<file path="src/rtl/alu_md_controller.sv">
// EX-stage ALU control decoder with an iterative shift-add multiplier and HI/LO registers.
// Define ALU_CTRL_DIV_EN to add the restoring divider (DIV/DIVU); otherwise DIV/DIVU decode as illegal.
module alu_md_controller #(
    parameter int WIDTH = 32
) (
    input  logic             clk,
    input  logic             rst_n,
    input  logic             issue,
    input  logic [1:0]       alu_op,
    input  logic [5:0]       funct_code,
    input  logic [WIDTH-1:0] op_a,
    input  logic [WIDTH-1:0] op_b,
    output logic [2:0]       control_signal,
    output logic             illegal,
    output logic             stall,
    output logic             done,
    output logic             div_by_zero,
    output logic [WIDTH-1:0] hilo_rdata
);
    localparam int CW = $clog2(WIDTH + 1);

    localparam logic [5:0] F_ADD   = 6'b100000;
    localparam logic [5:0] F_SUB   = 6'b100010;
    localparam logic [5:0] F_AND   = 6'b100100;
    localparam logic [5:0] F_OR    = 6'b100101;
    localparam logic [5:0] F_NOR   = 6'b100111;
    localparam logic [5:0] F_SLT   = 6'b101010;
    localparam logic [5:0] F_MULT  = 6'b011000;
    localparam logic [5:0] F_MULTU = 6'b011001;
    localparam logic [5:0] F_DIV   = 6'b011010;
    localparam logic [5:0] F_DIVU  = 6'b011011;
    localparam logic [5:0] F_MFHI  = 6'b010000;
    localparam logic [5:0] F_MFLO  = 6'b010010;

    typedef enum logic [1:0] {
        S_IDLE = 2'd0,
        S_MUL  = 2'd1,
`ifdef ALU_CTRL_DIV_EN
        S_DIV  = 2'd2,
`endif
        S_DONE = 2'd3
    } state_t;

    state_t             state_q, state_d;
    logic [2*WIDTH-1:0] prod_q, prod_d;
    logic [WIDTH-1:0]   opnd_q, opnd_d;
    logic [CW-1:0]      count_q, count_d;
    logic               neg_q, neg_d;
    logic [WIDTH-1:0]   hi_q, hi_d, lo_q, lo_d;

    logic               bad_op, is_mult, is_div, is_signed, is_mfhi, is_mflo, md_start;
    logic               a_neg, b_neg;
    logic [WIDTH-1:0]   a_mag, b_mag;
    logic [WIDTH:0]     mul_sum;
    logic [2*WIDTH-1:0] mul_next, mul_res;

    always_comb begin
        control_signal = 3'b010;
        bad_op    = 1'b0;
        is_mult   = 1'b0;
        is_div    = 1'b0;
        is_signed = 1'b0;
        is_mfhi   = 1'b0;
        is_mflo   = 1'b0;
        case (alu_op)
            2'b00: control_signal = 3'b010;
            2'b01: control_signal = 3'b110;
            2'b10: begin
                case (funct_code)
                    F_ADD:   control_signal = 3'b010;
                    F_SUB:   control_signal = 3'b110;
                    F_AND:   control_signal = 3'b000;
                    F_OR:    control_signal = 3'b001;
                    F_NOR:   control_signal = 3'b100;
                    F_SLT:   control_signal = 3'b111;
                    F_MULT:  begin is_mult = 1'b1; is_signed = 1'b1; end
                    F_MULTU: is_mult = 1'b1;
`ifdef ALU_CTRL_DIV_EN
                    F_DIV:   begin is_div = 1'b1; is_signed = 1'b1; end
                    F_DIVU:  is_div = 1'b1;
`endif
                    F_MFHI:  is_mfhi = 1'b1;
                    F_MFLO:  is_mflo = 1'b1;
                    default: bad_op = 1'b1;
                endcase
            end
            default: bad_op = 1'b1;
        endcase
    end

    assign illegal  = issue & bad_op;
    assign md_start = issue & (state_q == S_IDLE) & (is_mult | is_div);
    assign stall    = md_start | (state_q == S_MUL)
`ifdef ALU_CTRL_DIV_EN
                      | (state_q == S_DIV)
`endif
                      ;
    assign done     = (state_q == S_DONE);

    always_comb begin
        hilo_rdata = '0;
        if (issue && is_mfhi)      hilo_rdata = hi_q;
        else if (issue && is_mflo) hilo_rdata = lo_q;
    end

    // Signed ops run on magnitudes; the sign is re-applied when HI/LO are written.
    assign a_neg = is_signed & op_a[WIDTH-1];
    assign b_neg = is_signed & op_b[WIDTH-1];
    assign a_mag = a_neg ? -op_a : op_a;
    assign b_mag = b_neg ? -op_b : op_b;

    // Multiplier in the low half of prod_q, partial product accumulates in the high half.
    assign mul_sum  = {1'b0, prod_q[2*WIDTH-1:WIDTH]} + (prod_q[0] ? {1'b0, opnd_q} : '0);
    assign mul_next = {mul_sum, prod_q[WIDTH-1:1]};
    assign mul_res  = neg_q ? -mul_next : mul_next;

`ifdef ALU_CTRL_DIV_EN
    logic               negr_q, negr_d, dz_q, dz_d;
    logic [WIDTH:0]     div_trial;
    logic [2*WIDTH-1:0] div_next;
    logic [WIDTH-1:0]   div_quo, div_rem;

    // Remainder in the high half; dividend bits shift out the top as quotient bits enter below.
    assign div_trial   = {prod_q[2*WIDTH-1:WIDTH], prod_q[WIDTH-1]} - {1'b0, opnd_q};
    assign div_next    = div_trial[WIDTH] ? {prod_q[2*WIDTH-2:0], 1'b0}
                                          : {div_trial[WIDTH-1:0], prod_q[WIDTH-2:0], 1'b1};
    assign div_quo     = div_next[WIDTH-1:0];
    assign div_rem     = div_next[2*WIDTH-1:WIDTH];
    assign div_by_zero = (state_q == S_DONE) & dz_q;
`else
    assign div_by_zero = 1'b0;
`endif

    always_comb begin
        state_d = state_q;
        prod_d  = prod_q;
        opnd_d  = opnd_q;
        count_d = count_q;
        neg_d   = neg_q;
        hi_d    = hi_q;
        lo_d    = lo_q;
`ifdef ALU_CTRL_DIV_EN
        negr_d  = negr_q;
        dz_d    = dz_q;
`endif
        case (state_q)
            S_IDLE: begin
                if (md_start) begin
                    count_d = CW'(WIDTH);
                    neg_d   = a_neg ^ b_neg;
                    opnd_d  = is_mult ? a_mag : b_mag;
                    prod_d  = {{WIDTH{1'b0}}, (is_mult ? b_mag : a_mag)};
                    state_d = is_mult ? S_MUL : S_IDLE;
`ifdef ALU_CTRL_DIV_EN
                    negr_d  = a_neg;
                    dz_d    = is_div & (op_b == '0);
                    if (is_div) state_d = S_DIV;
`endif
                end
            end
            S_MUL: begin
                prod_d  = mul_next;
                count_d = count_q - CW'(1);
                if (count_q == CW'(1)) begin
                    {hi_d, lo_d} = mul_res;
                    state_d      = S_DONE;
                end
            end
`ifdef ALU_CTRL_DIV_EN
            S_DIV: begin
                prod_d  = div_next;
                count_d = count_q - CW'(1);
                if (count_q == CW'(1)) begin
                    // Divide by zero: the sign-fixed remainder already equals op_a.
                    lo_d    = dz_q ? '1 : (neg_q ? -div_quo : div_quo);
                    hi_d    = negr_q ? -div_rem : div_rem;
                    state_d = S_DONE;
                end
            end
`endif
            S_DONE:  state_d = S_IDLE;
            default: state_d = S_IDLE;
        endcase
    end

    always_ff @(posedge clk) begin
        if (!rst_n) begin
            state_q <= S_IDLE;
            prod_q  <= '0;
            opnd_q  <= '0;
            count_q <= '0;
            neg_q   <= 1'b0;
            hi_q    <= '0;
            lo_q    <= '0;
`ifdef ALU_CTRL_DIV_EN
            negr_q  <= 1'b0;
            dz_q    <= 1'b0;
`endif
        end else begin
            state_q <= state_d;
            prod_q  <= prod_d;
            opnd_q  <= opnd_d;
            count_q <= count_d;
            neg_q   <= neg_d;
            hi_q    <= hi_d;
            lo_q    <= lo_d;
`ifdef ALU_CTRL_DIV_EN
            negr_q  <= negr_d;
            dz_q    <= dz_d;
`endif
        end
    end
endmodule
</file>
<file path="config.mk">
export PLATFORM = sky130hd
export DESIGN_NAME = alu_md_controller
export DESIGN_NICKNAME = d
export VERILOG_FILES = /design/src/rtl/alu_md_controller.sv
export SDC_FILE = /design/constraint.sdc
export NUM_CORES = 1
export LEC_CHECK = 0
export CORE_MARGIN = 5
export CORE_UTILIZATION = 58
export DETAILED_ROUTE_END_ITERATION = 10
export MAX_ROUTING_LAYER = met4
export PLACE_DENSITY = 0.87
export SLEW_MARGIN = 30
export SYNTH_ARGS = -nofsm -noshare
export SYNTH_HDL_FRONTEND = slang
export SYNTH_SLANG_ARGS = --single-unit
</file>
<file path="constraint.sdc">
create_clock -name clk -period 4.65 [get_ports clk]
set_input_delay 0.6975 -clock clk [delete_from_list [all_inputs] [get_ports clk]]
set_output_delay 0.6975 -clock clk [all_outputs]
set_load 0.005 [all_outputs]
</file>
==> results.json, run 1 <==
{
  "power_leakage_nw": 5.060,
  "worstSetupStartpointType": "flip-flop",
  "cp-end-kind": "flip-flop",
  "cp_data_arrival_time_ps": 4710,
  "clkTransAtPathRegs_ps": 70,
  "tns_ps": 0,
  "status": "completed",
  "place_inst": 1788,
  "track_usage": 0.3229,
  "rows": 51,
  "h-tree-depth": 4,
  "hold_viol": 0,
  "drc": 0,
  "syn_area_sq_mm": 0.01150,
  "critPathTopFamily": "simple AND/OR/NAND/NOR gates",
  "relSlewSlack": 0.3779,
  "maxSlewViolCount": 0,
  "nets": 1659,
  "first_pass_iters": 6,
  "synth_nets": 1587,
  "synth_warnings": 0,
  "drv_cap": 0,
  "p_per_area_mw_per_mm2": 231.1,
  "crit_type": "flip-flop to flip-flop",
  "drtAntennaViolNets": 0,
  "synth_cell_types": 71,
  "synthTopCellsByArea": "dfxtp_1, a21oi_1, xor2_1",
  "cp_data_required_time_ps": 5000,
  "cpMaxStageDelayCell": "or4_4",
  "max_freq_ghz": 0.2294,
  "period_share": 0.9376,
  "die_x_um": 150.8,
  "synth_ff_type": "dfxtp_1",
  "stdcell_count": 1821,
  "cts_sinks": 169,
  "overflow": 0,
  "vias": 11780,
  "die_area_sq_mm": 0.02274,
  "antenna_found_initial": 0,
  "syn_inst": 1471,
  "hold_buffers": 0,
  "final_common_cell": "dfxtp_1",
  "drive_gt1_frac": 0.06362,
  "cp_slowest_stage_delay_ps": 580,
  "path_buf_inv": 1,
  "yosysTopAreaCell": "dfxtp_1",
  "synth-seq-area-share": 0.2943,
  "io_buffers": 112,
  "start_util": 0.5907,
  "irDropWorstVdd_v": 0.0002661,
  "layout_common_cells": "dfxtp_1, nand2_1, a21oi_1",
  "fin_hold_ws_ps": 455.0,
  "avgSynthCellArea_sq_um": 7.816,
  "crit_path_cell_trace": "buf_4, and2_1, ha_1, a21oi_1, o21ai_0, a21oi_1, xnor2_1, or4_4, or4_4, or4_4, o2111a_1, a211oi_1",
  "final-setup-viol-count": 0,
  "num_io_pins": 114,
  "wire_per_inst_um": 19.68,
  "worst_slew_pin_slew_ps": 924.7,
  "cts-buffers-inserted": 17,
  "syn_to_final_growth_pct": 17.43,
  "critPathMaxFanout": 24,
  "grt_pass1_wl_um": 57060,
  "cts_buffer_depth": 2,
  "yosys.area.top_type_share": 0.2943,
  "hpwl_um": 27030,
  "synth.ff_latch_count": 169,
  "critPathMostFrequentCell": "or4_4",
  "grt_pass1_vias": 10950,
  "die_y_um": 150.8,
  "fin_crit_ps": 4360,
  "cts_tree": "yes",
  "core_area_sq_mm": 0.01946,
  "place.gp.congestion": 1.005,
  "root_buffer": "clkbuf_16",
  "vias_per_cell": 6.467,
  "min_path_type": "flip-flop to flip-flop",
  "fin_skew_ps": 10.89,
  "async_reset_ff_frac": 0,
  "drtIter0Drc": 1009,
  "rsz0062_at_grt": "false",
  "diodes": 0,
  "synth_edf_count": 0,
  "total_power_mw": 3.120,
  "wirelength_um": 35830,
  "clock_latency_ps": 440,
  "grt_max_degree": 85
}
## repair_timing
action,CTS,global route
gates resized for setup,0,1
endpoints found under the setup margin,0,2
setup buffers,0,1
## sequential cells by signal (all words and copies together) (netlist names)
| signal | cells |
|---|---|
| hi_q | 32 |
| neg_q | 1 |
| opnd_q | 32 |
| prod_q | 64 |
| count_q | 6 |
| state_q | 2 |
| lo_q | 32 |
## layout make-up
type	count	area [sq um]
inverters	22	83.83
clock inverters	14	173.9
flip-flops and latches	169	3385
well taps	265	331.6
multi-input cells	1190	7722
clock buffers	18	439.2
repair buffers	143	1366
fillers	1602	5961
## power by group
part | leakage [nW] | total, mW | internal, mW | switching, mW
clock | 0.300 | 1.47 | 0.786 | 0.682
combinational | 3.40 | 0.202 | 0.0964 | 0.106
sequential | 1.36 | 1.45 | 1.45 | 0.00226
total | 5.06 | 3.12 | 2.33 | 0.790
## per-layer routing
| layer | part of all wire | wire, um | GRT usage | vias up |
|---|---|---|---|---|
| met2 | 0.45 | 16130 | 0.4943 | 519 |
| met4 | 0.033 | 1173 | 0.1160 | 0 |
| met5 | 0 | 0 | - | - |
| met1 | 0.44 | 15630 | 0.4444 | 5540 |
| met3 | 0.081 | 2898 | 0.03501 | 70 |
| li1 | - | - | - | 5647 |
## tightest hold or removal path, stage by stage, from the launching register on
cell and delay, ps:
dfxtp_1 310, nand2_1 50, a21oi_1 50
## Yosys cell counts (40+ instances only)
master / instances
o21ai_0: 85
and2_1: 49
xor2_1: 68
a22o_1: 58
nand2_1: 145
a211oi_1: 61
a21oi_1: 135
dfxtp_1: 169
ha_1: 40
clkbuf_1: 80
nor2_1: 113
xnor2_1: 47
## through the flow
step	utilization	area, sq um	worst slack [ps]
floorplan	-	11500	438.9
global placement	0.6616	12880	327.4
detailed placement	0.6616	12880	267.7
CTS	0.6931	13490	246.3
global route	0.6937	13500	1.406
finish	0.6937	13500	290.0
## cells by family after synthesis
| kind of cell | count (synthesis) | synth area share |
|---|---|---|
| xor+xnor | 115 | 0.08760 |
| other cells | 1 | 0.0003262 |
| flops | 169 | 0.2943 |
| simple gates | 499 | 0.2183 |
| mux | 1 | 0.0008706 |
| fa+ha+maj | 41 | 0.04527 |
| buf+inv | 112 | 0.03733 |
| compound gates | 533 | 0.3160 |
## path summary, 6_finish.rpt
| check | slack (ps) | startpoint | end | cells past startpoint |
|---|---|---|---|---|
| worst max-delay path | 290 | prod_q[0]$_SDFFE_PN0P_ | hi_q[26]$_SDFFE_PN0P_ | 12 |
| worst min-delay path | 450 | opnd_q[5]$_SDFFE_PN0P_ | opnd_q[5]$_SDFFE_PN0P_ | 2 |
| worst max register to register | 290 | prod_q[0]$_SDFFE_PN0P_ | hi_q[26]$_SDFFE_PN0P_ | 12 |
| worst min register to register | 450 | opnd_q[5]$_SDFFE_PN0P_ | opnd_q[5]$_SDFFE_PN0P_ | 2 |
Note: power is estimated with default switching activity, not from simulation.
==> inputs of run 2 (changes only) <==
Settings changed: CELL_PAD_IN_SITES_DETAIL_PLACEMENT from default to 1, CELL_PAD_IN_SITES_GLOBAL_PLACEMENT from default to 2, CORE_UTILIZATION 58 to 34, PLACE_DENSITY 0.87 to 0.88, SKIP_LAST_GASP from default to 1.
==> run 2 against run 1 <==
Worst hold slack better by 1.6 ps. Power is 1.4% lower. Fmax hardly changed. Count of clock-buffer cells in the layout grew 1. Critical path type unchanged. Worst setup slack gained 4.2 ps. Final cell count is 10% higher. Via count down 2.7%. Clock skew rose by 2.8 ps. Critical endpoint unchanged. Register-to-register slack about the same.
==> results.json, run 2 (synthesized netlist as in run 1, its figures left out) <==
{
  "status": "completed",
  "h-tree-depth": 4,
  "track_usage": 0.2179,
  "final_common_cell": "dfxtp_1",
  "maxSlewViolCount": 0,
  "pwr-share-clk": 0.461,
  "irDropWorstVdd_v": 0.0001336,
  "top_register": "prod_q",
  "r2r_setup_slack_ps": 290,
  "drive_gt1_frac": 0.06367,
  "cts_sinks": 169,
  "diodes": 0,
  "holdPathStages": 2,
  "dp_slack_ps": 209.5,
  "hold_viol": 0,
  "layout_common_cells": "dfxtp_1, nand2_1, a21oi_1",
  "fin_crit_ps": 4356,
  "syn_to_final_growth_pct": 19.16,
  "largest_register_ffs": 64,
  "grt_max_degree": 85,
  "clock_latency_ps": 440,
  "cts-buffers-inserted": 17,
  "internal_power_mw": 2.313,
  "hold_buffers": 0,
  "hpwl_um": 31900,
  "die_y_um": 193.9,
  "die_x_um": 193.9,
  "fin_hold_ws_ps": 456.6,
  "final-setup-viol-count": 0,
  "stdcell_count": 2003,
  "min_path_type": "flip-flop to flip-flop",
  "power_leakage_nw": 5.045,
  "root_buffer": "clkbuf_16",
  "place_area_sq_mm": 0.01311,
  "worst_slew_pin_slew_ps": 941.0,
  "fin_skew_ps": 13.73,
  "relSlewSlack": 0.3711,
  "core_area_sq_mm": 0.03345,
  "drtIter0Drc": 698,
  "critPathMaxFanout": 10,
  "pwr-share-comb": 0.067,
  "setup_ws_ps": 294.2,
  "cts_setup_buffers": 0,
  "nets": 1658,
  "swShare": 0.2481,
  "grt_pass1_wl_um": 65270,
  "place_inst": 1971,
  "total_power_mw": 3.076,
  "p_switching_mw": 0.7630,
  "wirelength_um": 41060,
  "vias": 11460,
  "start_util": 0.3437,
  "overflow": 0,
  "antenna_found_initial": 0,
  "seq_power_share": 0.472,
  "p_per_area_mw_per_mm2": 224.5,
  "wire_per_inst_um": 20.50,
  "drtAntennaViolNets": 0,
  "rows": 67,
  "worstRegToRegCells": 12,
  "vias_per_cell": 5.720,
  "crit_type": "flip-flop to flip-flop",
  "tns_ps": 0,
  "rsz0062_at_grt": "false",
  "final_area_sq_mm": 0.01370,
  "max_freq_ghz": 0.2296,
  "place.gp.congestion": 0.8994,
  "cp_data_arrival_time_ps": 4710,
  "cts_buffer_depth": 2,
  "clkTransAtPathRegs_ps": 70,
  "cp-end-kind": "flip-flop",
  "drc": 0,
  "io_buffers": 112,
  "utilization": 0.4096,
  "drv_cap": 0,
  "period_share": 0.9367,
  "first_pass_iters": 4,
  "grt_pass1_vias": 11730,
  "cp_data_required_time_ps": 5010,
  "worstSetupStartpointType": "flip-flop",
  "cts_resized": 0,
  "num_io_pins": 114,
  "cts_tree": "yes",
  "die_area_sq_mm": 0.03759
}
==> run 2: cell count changes in the layout (fill, tap and decap cells not counted), sizes merged <==
cell	before	now
buf	31	30
clkbuf	18	19
clkinv	7	6
==> run 2: critical path, cell delays in order (launching register included) <==
cell      delay (ps)
dfxtp_1          370
buf_4            180
and2_1           160
ha_1             390
a211oi_1         340
o21bai_1         150
a21oi_2          310
xnor2_1          230
or4_4            570
or4_4            590
or4_4            520
o2111a_1         270
a211oi_1         200
==> run 2: layer usage <==
layer,global-route usage,wire length [um],vias to the layer above
li1,-,-,5639
met1,0.2882,19670,5546
met2,0.3466,18970,222
met3,0.03579,1385,51
met4,0.06146,1034,0
met5,-,0,-
==> run 2: power by group through the flow <==
| stage | Clock (mW) | Sequential (mW) | Combinational, mW |
|---|---|---|---|
| 3_3_place_gp | 0 | 1.48 | 0.203 |
| 4_1_cts | 1.45 | 1.45 | 0.207 |
| 2_1_floorplan | 0 | 1.48 | 0.0813 |
| 3_5_place_dp | 0 | 1.48 | 0.206 |
| 5_1_grt | 1.51 | 1.45 | 0.224 |
| 6_report | 1.42 | 1.45 | 0.206 |
==> run 2: cell type report <==
class,instances,area (sq um)
inverters,22,83.83
fillers,4014,19750
well taps,448,560.5
repair buffers,142,1359
clock inverters,13,131.4
multi-input cells,1190,7739
clock buffers,19,442.9
flip-flops and latches,169,3385
==> run 2: worst paths after layout <==
kind	start	to
worst min register to register	lo_q[12]$_SDFFE_PN0P_	lo_q[12]$_SDFFE_PN0P_
worst max-delay path	prod_q[0]$_SDFFE_PN0P_	hi_q[26]$_SDFFE_PN0P_
worst max register to register	prod_q[0]$_SDFFE_PN0P_	hi_q[26]$_SDFFE_PN0P_
worst min-delay path	lo_q[12]$_SDFFE_PN0P_	lo_q[12]$_SDFFE_PN0P_
==> inputs of run 3 (changes only) <==
Settings changed: GPL_TIMING_DRIVEN from default to 0.
==> run 3 against run 2 <==
Combinational power increased by 4%. Critical endpoint unchanged. Count of clock-buffer cells in the layout unchanged. Register-to-register slack got worse by 170 ps. Critical path type unchanged. Sequential share of layout area down 0.40 points. Worst setup slack worse by 170 ps. Fmax down 3.8%.
==> results.json, run 3 (synthesized netlist as in run 1, its figures left out) <==
{
  "start_util": 0.3437,
  "cts_buffer_depth": 2,
  "nets": 1725,
  "worstRegToRegCells": 13,
  "drc": 0,
  "worst_r2r_endpoint": "hi_q[26]$_SDFFE_PN0P_",
  "hold_buffers": 0,
  "cts_sinks": 169,
  "h-tree-depth": 4,
  "cts-buffers-inserted": 17,
  "die_x_um": 193.9,
  "rows": 67,
  "top_register": "prod_q",
  "utilization": 0.4163,
  "grt_max_degree": 17,
  "cts_tree": "yes",
  "hold_viol": 0,
  "fill_cells": 4069,
  "cp_data_required_time_ps": 5010,
  "multi_input_area_sq_mm": 0.007801,
  "wirelength_um": 44420,
  "die_y_um": 193.9,
  "fin_crit_ps": 4530,
  "vias": 11920,
  "irDropWorstVdd_v": 0.0002564,
  "power_leakage_nw": 5.069,
  "holdPathStages": 2,
  "core_area_sq_mm": 0.03345,
  "hpwl_um": 35650,
  "grt_pass1_wl_um": 69170,
  "worst_slew_pin_slew_ps": 934.6,
  "largest_register_ffs": 64,
  "drive_gt1_frac": 0.05672,
  "relSlewSlack": 0.3724,
  "layout_common_cells": "dfxtp_1, nand2_1, a21oi_1",
  "grt_pass1_vias": 12250,
  "drv_cap": 0,
  "critPathMaxFanout": 10,
  "worstSetupStartpointType": "flip-flop",
  "syn_to_final_growth_pct": 21.12,
  "place_area_sq_mm": 0.01320,
  "cp-end-kind": "flip-flop",
  "first_pass_iters": 4,
  "overflow": 0,
  "vias_per_cell": 5.758,
  "die_area_sq_mm": 0.03759,
  "min_path_type": "flip-flop to flip-flop",
  "final_area_sq_mm": 0.01393,
  "cp_data_arrival_time_ps": 4900,
  "seq_area_sq_mm": 0.003385,
  "drtAntennaViolNets": 0,
  "clkTransAtPathRegs_ps": 80,
  "p_per_area_mw_per_mm2": 223.2,
  "root_buffer": "clkbuf_16",
  "clock_latency_ps": 440,
  "diodes": 0,
  "r2r_setup_slack_ps": 120,
  "fin_skew_ps": 11.85,
  "final-setup-viol-count": 0,
  "crit_type": "flip-flop to flip-flop",
  "min-delay-start": "opnd_q[9]$_SDFFE_PN0P_",
  "place.gp.congestion": 0.9230,
  "antenna_found_initial": 0,
  "timing.rr.start": "prod_q[0]$_SDFFE_PN0P_",
  "period_share": 0.9742,
  "io_buffers": 112,
  "wire_per_inst_um": 21.46,
  "final_common_cell": "dfxtp_1",
  "maxSlewViolCount": 0,
  "min_to": "opnd_q[9]$_SDFFE_PN0P_",
  "status": "completed",
  "max_freq_ghz": 0.2207,
  "track_usage": 0.2338,
  "drtIter0Drc": 695,
  "num_io_pins": 114
}
run 3: repair_timing:
action                     4_1_cts  5_1_grt
setup buffers                    6        0
setup endpoints to repair       12       13
gates resized for setup          9       17
pin swaps                        6        2
run 3: critical path: stages (launching register included):
cell	delay, ps
dfxtp_2	370
clkbuf_2	170
and2_1	180
ha_1	220
fa_2	400
a211oi_4	300
o211ai_1	240
a21oi_2	240
xnor2_2	140
or4_4	600
or4_4	590
or4_4	530
o2111a_1	260
a211oi_1	200
run 3: routing by layer:
| layer | vias to the layer above | global-route usage | part of all wire |
|---|---|---|---|
| met4 | 0 | 0.07656 | 0.032 |
| met2 | 272 | 0.3825 | 0.47 |
| met3 | 78 | 0.02867 | 0.032 |
| li1 | 5767 | - | - |
| met1 | 5802 | 0.3021 | 0.47 |
| met5 | - | - | 0 |
run 3: how the worst max path moves through the flow:
stage                       endpoint              startpoint  cells after the start
2_1_floorplan  hi_q[26]$_SDFFE_PN0P_  prod_q[0]$_SDFFE_PN0P_                     13
3_3_place_gp          hilo_rdata[11]               alu_op[0]                      9
3_5_place_dp   hi_q[30]$_SDFFE_PN0P_  prod_q[0]$_SDFFE_PN0P_                     13
4_1_cts        hi_q[26]$_SDFFE_PN0P_  prod_q[0]$_SDFFE_PN0P_                     12
5_1_grt        hi_q[24]$_SDFFE_PN0P_  prod_q[0]$_SDFFE_PN0P_                     13
6_report       hi_q[26]$_SDFFE_PN0P_  prod_q[0]$_SDFFE_PN0P_                     13
run 3: report_power, final:
group | leakage (nW) | switching, mW | internal (mW)
Clock | 0.277 | 0.676 | 0.768
Sequential | 1.36 | 0.00195 | 1.45
Combinational | 3.43 | 0.118 | 0.0958
run 3: area by class of cell:
type                       instances  share of cell area
buffer                            90             0.02507
clock buffer                      19             0.03181
clock inverter                    13            0.009434
inverter                          22            0.005930
multi-input combinational       1190              0.5602
sequential                       169              0.2430
tap                              448             0.04025
timing repair buffer             119             0.08428
run 3: through the flow:
step | std cells | setup WS (ps) | TNS [ps] | hold WS [ps] | power [mW]
2_1_floorplan | 1471 | 438.9 | 0 | 427.3 | 1.564
3_3_place_gp | 2031 | -338.7 | -9125 | 439.4 | 1.693
3_5_place_dp | 2032 | -297.1 | -1246 | 444.6 | 1.697
4_1_cts | 2070 | 17.33 | 0 | 453.9 | 3.120
5_1_grt | 2070 | -12.95 | -22.25 | 489.5 | 3.200
6_report | 2070 | 119.9 | 0 | 453.3 | 3.108
